**config.mk**
```make
export PLATFORM = sky130hd
export DESIGN_NAME = apb4_mem_slave
export DESIGN_NICKNAME = d
export VERILOG_FILES = /design/src/rtl/apb_pkg.sv /design/src/rtl/apb_strb_regfile.sv /design/src/rtl/apb4_mem_slave.sv
export SDC_FILE = /design/constraint.sdc
export NUM_CORES = 1
export LEC_CHECK = 0
export CAP_MARGIN = 20
export CORE_MARGIN = 2
export CORE_UTILIZATION = 45
export DETAILED_ROUTE_END_ITERATION = 10
export PLACE_DENSITY = 0.74
export SYNTH_ARGS = -nofsm -noshare
export SYNTH_HDL_FRONTEND = slang
export SYNTH_HIERARCHICAL = 1
export SYNTH_SLANG_ARGS = --single-unit
export TNS_END_PERCENT = 20
```
**constraint.sdc**
```tcl
create_clock -name pclk -period 3.54 [get_ports pclk]
set_clock_uncertainty 0.15 [all_clocks]
set_input_delay 0.885 -clock pclk [delete_from_list [all_inputs] [get_ports pclk]]
set_output_delay 0.885 -clock pclk [all_outputs]
set_load 0.01 [all_outputs]
```
**src/rtl/apb_pkg.sv**
```systemverilog
// Shared definitions for the APB4 memory slave.
//   state_e    : slave FSM states (IDLE = waiting for setup, ACCESS = access phase)
//   STRB_W     : byte lanes for the default 32-bit data bus
//   IDX_W      : word-index width for the default 16-word depth
//   RESP_*     : PSLVERR encoding
package apb_pkg;

   typedef enum logic [0:0] {
      IDLE   = 1'b0,
      ACCESS = 1'b1
   } state_e;

   localparam int unsigned DEF_DATA  = 32;
   localparam int unsigned DEF_DEPTH = 16;
   localparam int unsigned STRB_W    = DEF_DATA / 8;
   localparam int unsigned IDX_W     = $clog2(DEF_DEPTH);

   localparam logic RESP_OKAY = 1'b0;
   localparam logic RESP_ERR  = 1'b1;

endpackage

```
**src/rtl/apb_strb_regfile.sv**
```systemverilog
// DEPTH x DATA register storage, cleared asynchronously by presetn.
//   pclk, presetn : clock and async active-low clear
//   we            : write enable (one word per cycle)
//   idx           : word index shared by the write and read ports
//   wstrb         : byte-lane enables for the write
//   wdata         : write data
//   rdata         : combinational read of word idx
module apb_strb_regfile
   import apb_pkg::*;
#(
   parameter int unsigned DATA  = 32,
   parameter int unsigned DEPTH = 16
) (
   input  logic                       pclk,
   input  logic                       presetn,
   input  logic                       we,
   input  logic [$clog2(DEPTH)-1:0]   idx,
   input  logic [DATA/8-1:0]          wstrb,
   input  logic [DATA-1:0]            wdata,
   output logic [DATA-1:0]            rdata
);

   localparam int unsigned LANES = DATA / 8;

   logic [DATA-1:0] mem_q [DEPTH];

   always_ff @(posedge pclk or negedge presetn) begin
      if (!presetn) begin
         for (int i = 0; i < int'(DEPTH); i++) begin
            mem_q[i] <= '0;
         end
      end else if (we) begin
         // Unstrobed lanes keep their previous contents.
         for (int b = 0; b < int'(LANES); b++) begin
            if (wstrb[b]) begin
               mem_q[idx][8*b +: 8] <= wdata[8*b +: 8];
            end
         end
      end
   end

   assign rdata = mem_q[idx];

endmodule

```
**src/rtl/apb4_mem_slave.sv**
```systemverilog
// APB4 word-addressed register memory with byte strobes, programmable wait
// states and PSLVERR on out-of-range word indices.
//   pclk, presetn            : bus clock, async active-low reset
//   paddr                    : word index (not a byte address)
//   pwrite, pwdata, pstrb    : write control, data and byte-lane enables
//   psel, penable            : APB select and access-phase indicator
//   wait_cfg                 : wait states per transfer, sampled at setup
//   prdata, pready, pslverr  : APB response
module apb4_mem_slave
   import apb_pkg::*;
#(
   parameter int unsigned DATA   = 32,
   parameter int unsigned ADDR   = 32,
   parameter int unsigned DEPTH  = 16,
   parameter int unsigned WAIT_W = 4
) (
   input  logic                pclk,
   input  logic                presetn,
   input  logic [ADDR-1:0]     paddr,
   input  logic                pwrite,
   input  logic [DATA-1:0]     pwdata,
   input  logic [DATA/8-1:0]   pstrb,
   input  logic                psel,
   input  logic                penable,
   input  logic [WAIT_W-1:0]   wait_cfg,
   output logic [DATA-1:0]     prdata,
   output logic                pready,
   output logic                pslverr
);

   localparam int unsigned IW = $clog2(DEPTH);

   state_e            state_q, state_d;
   logic [WAIT_W-1:0] cnt_q, cnt_d;
   logic              err_q, err_d;
   logic              setup;
   logic              we;
   logic [DATA-1:0]   rdata;

   assign setup = psel & ~penable;

   always_comb begin
      state_d = state_q;
      cnt_d   = cnt_q;
      err_d   = err_q;
      unique case (state_q)
         IDLE: begin
            // penable without a preceding setup is ignored here.
            if (setup) begin
               state_d = ACCESS;
               cnt_d   = wait_cfg;
               err_d   = (paddr >= ADDR'(DEPTH));
            end
         end
         ACCESS: begin
            if (!psel) begin
               state_d = IDLE;
            end else if (cnt_q != '0) begin
               cnt_d = cnt_q - WAIT_W'(1);
            end else if (setup) begin
               cnt_d = wait_cfg;
               err_d = (paddr >= ADDR'(DEPTH));
            end else begin
               state_d = IDLE;
            end
         end
         default: state_d = IDLE;
      endcase
   end

   always_ff @(posedge pclk or negedge presetn) begin
      if (!presetn) begin
         state_q <= IDLE;
         cnt_q   <= '0;
         err_q   <= 1'b0;
      end else begin
         state_q <= state_d;
         cnt_q   <= cnt_d;
         err_q   <= err_d;
      end
   end

   assign pready  = (state_q == ACCESS) && (cnt_q == '0) && psel && penable;
   assign pslverr = (pready && err_q) ? RESP_ERR : RESP_OKAY;
   assign we      = pready & pwrite & ~err_q;

   apb_strb_regfile #(
      .DATA  (DATA),
      .DEPTH (DEPTH)
   ) u_regfile (
      .pclk    (pclk),
      .presetn (presetn),
      .we      (we),
      .idx     (paddr[IW-1:0]),
      .wstrb   (pstrb),
      .wdata   (pwdata),
      .rdata   (rdata)
   );

   // Read data is only driven on a successful read completion.
   assign prdata = (pready && !pwrite && !err_q) ? rdata : '0;

endmodule

```
==> run summary <==
largest net degree at the start of global routing: 87
Worst-path clk slew: 0.06 ns
multi-input logic area: 10,500 um2
first-pass GRT wire length: 91,700 um
H-tree levels: 2
Num Clock Sinks: 518
worst relative slew slack: 56.7%
Starting Density: 45.4%
# Max-Cap Violations: 0
Synth top area share: 54.5%
Synth area leaders: dfrtp_1 54%, mux2_2 24%, mux4_2 12%
unrepaired setup endpoints after global routing: yes
met1 Track Usage GR: 29.9%
post-synth net total: 1,610
global route hottest layer: met2
Max IR drop VDD: 382 uV
GP Congestion: 0.783
Clk Latency, worst-skew pair: 0.61 ns
pwr/cell area: 426 nW/um2
remaining antenna violation count after routing: 0
share of post-route cells with drive strength above 1: 56.8%
post-synth top area cell: dfrtp_1
DRT iter0 DRCs: 911
die footprint: 54,700 um2
ANT cells: 0
Critical Path RT: 2.50 ns
Hold WC Path Type: in -> async
failing checks: setup timing
drt pass-1 iters: 5
Final period util: 105%
DRC viols: 0
post-synthesis instance total: 1,532
sequential cell area fraction in the yosys report: 54.5%
CP Max Fanout: 8
Max Fclk: 269 MHz
chip width: 234 um
DR vias/cell: 5.68
Critical Path AT: 2.68 ns
Routed WL: 58,100 um
post-synthesis instance area: 23,800 um2
I/O Pins: 111
Rows: 84
worst setup path class: reg -> out
CTS tree: yes
Avg Cell Area, Syn: 15.5 um2
final setup violation count: 32
vias in the first global route: 15,700
Slew @ Worst Pin: 0.648 ns
post-route minimum period: 3.71 ns
Unique masters post-synth: 42
total gr overflow: 0
final worst slack: -0.173 ns
IO Port Bufs: 110
wire per inst: 23.2 um
Leakage: 14.2 nW
gr usage total: 22.0%
fillcell total: 3,970
R2R setup slack: 0.37 ns
Inst Count DP: 2,386
Reg2Reg Depth: 13
EDFF count, synth: 0
outcome: finished with violations
DPL Wire Length: 37,100 um
Final nets: 1,845
synthesized flop and latch total: 518
GR Util met3: 3.47%
area of the core: 52,400 um2
clk root buf: clkbuf_16
critical path endpoint category: output pin
post-layout util: 56.6%
Layout area overhead: 24.7%
Storage cell area: 13,000 um2
Layout Cells excl Fill: 2,502
met2 GRT Util: 36.4%
worst hold margin: 0.104 ns
vias: 14,200
dominant synthesized flop cell: dfrtp_1
Hold Buf Count CTS: 0
initial antenna violation count: 2
Die H: 234 um
Startpoint Class: register
TritonCTS Buffers: 55
final hold vios: 0
YS warnings: 6
Slew Limit Fails: 0
clk buf depth: 3
ys async rst share: 100%
## cells by family (layout without fill, tap and decap cells)
kind of cell	after synthesis	after routing	synth area share, %
compound gates	79	79	2.45
fa+ha+maj	1	1	0.0526
buf+inv	105	387	1.88
flops	518	518	54.5
mux	640	640	36.4
simple gates	189	189	4.77
## area by class of cell
| type | count | area share, % |
|---|---|---|
| clock inverters | 23 | 0.738 |
| flip-flops and latches | 518 | 43.7 |
| multi-input cells | 909 | 35.3 |
| inverters | 5 | 0.0633 |
| repair buffers | 278 | 11.7 |
| clock buffers | 81 | 5.61 |
| well taps | 688 | 2.90 |
## where the power goes
group / internal [W] / switching (W) / leakage (nW)
sequential: 0.00597 / 0.0000388 / 7.23
clock: 0.00348 / 0.00237 / 0.931
combinational: 0.000341 / 0.000448 / 6.01
## cell usage in the layout, fill, tap and decap left out, types with 4 or more instances in the layout
cell type	n
buf_12	80
clkinv_2	13
clkbuf_8	17
nor2_2	44
mux2_2	511
nor2b_1	5
mux4_2	128
nand4b_1	8
nand2_1	53
nand2b_1	11
nand4_1	5
inv_1	5
nor4_1	7
a22oi_2	4
and2_4	31
dfrtp_1	518
a22oi_1	60
buf_6	35
clkbuf_1	8
clkbuf_16	56
o21ai_0	5
buf_4	82
clkinvlp_4	4
clkdlybuf4s50_1	73
## metrics by stage
stage	cell area (um2)	setup slack, ns	power [W]	TNS, ns
finish	29700	-0.173	0.0126	-4.19
global route	29700	-0.274	0.0131	-7.13
CTS	29600	-0.255	0.0128	-6.72
detailed placement	27500	-0.549	0.00686	-14.95
global placement	27500	-0.541	0.00684	-13.57
floorplan	23800	0.100	0.00643	0
## worst max-delay path: stages, from the launching register on
cell	delay (ns)
dfrtp_1	0.38
inv_1	0.08
ha_2	0.18
or3b_4	0.37
or2_4	0.25
nor3_4	0.11
buf_6	0.15
buf_8	0.14
buf_16	0.16
and2_4	0.15
buf_6	0.09
## per-layer routing
layer,vias to the layer above,routed length (um)
li1,6192,-
met1,7557,25200
met2,355,28400
met3,99,2850
met4,2,1600
met5,-,13
## Yosys cell counts (all sizes together), types with 2 or more instances
master / n
a21oi: 3
a22oi: 64
and2: 34
and4bb: 2
buf: 35
clkbuf: 65
dfrtp: 518
inv: 5
mux2: 512
mux4: 128
nand2: 54
nand2b: 11
nand3: 3
nand4: 5
nand4b: 8
nor2: 47
nor2b: 7
nor3: 2
nor4: 7
nor4bb: 2
o21ai: 5
or2: 4
## registers in the layout (all words and copies together), names as in the netlist
register / flops
cnt_q: 4
err_q: 1
state_q: 1
u_regfile/mem_q: 512
## worst paths after layout
| path | from | to |
|---|---|---|
| min in group pclk | u_regfile/mem_q[121]$_DFFE_PN0P_ | u_regfile/mem_q[121]$_DFFE_PN0P_ |
| hold / removal | presetn | u_regfile/mem_q[114]$_DFFE_PN0P_ |
| hold reg to reg | u_regfile/mem_q[121]$_DFFE_PN0P_ | u_regfile/mem_q[121]$_DFFE_PN0P_ |
| setup / recovery | cnt_q[1]$_DFFE_PN0N_ | prdata[5] |
| max in group asynchronous | presetn | u_regfile/mem_q[47]$_DFFE_PN0P_ |
| setup reg to reg | cnt_q[1]$_DFFE_PN0N_ | u_regfile/mem_q[508]$_DFFE_PN0P_ |
## repair_timing
item                                    CTS  global route
setup buffers                             6             4
gates resized for setup                 196            13
gates cloned                              3             0
endpoints found under the setup margin   34            32
pin swaps                                31             5
(Power assumes the default switching activity.)
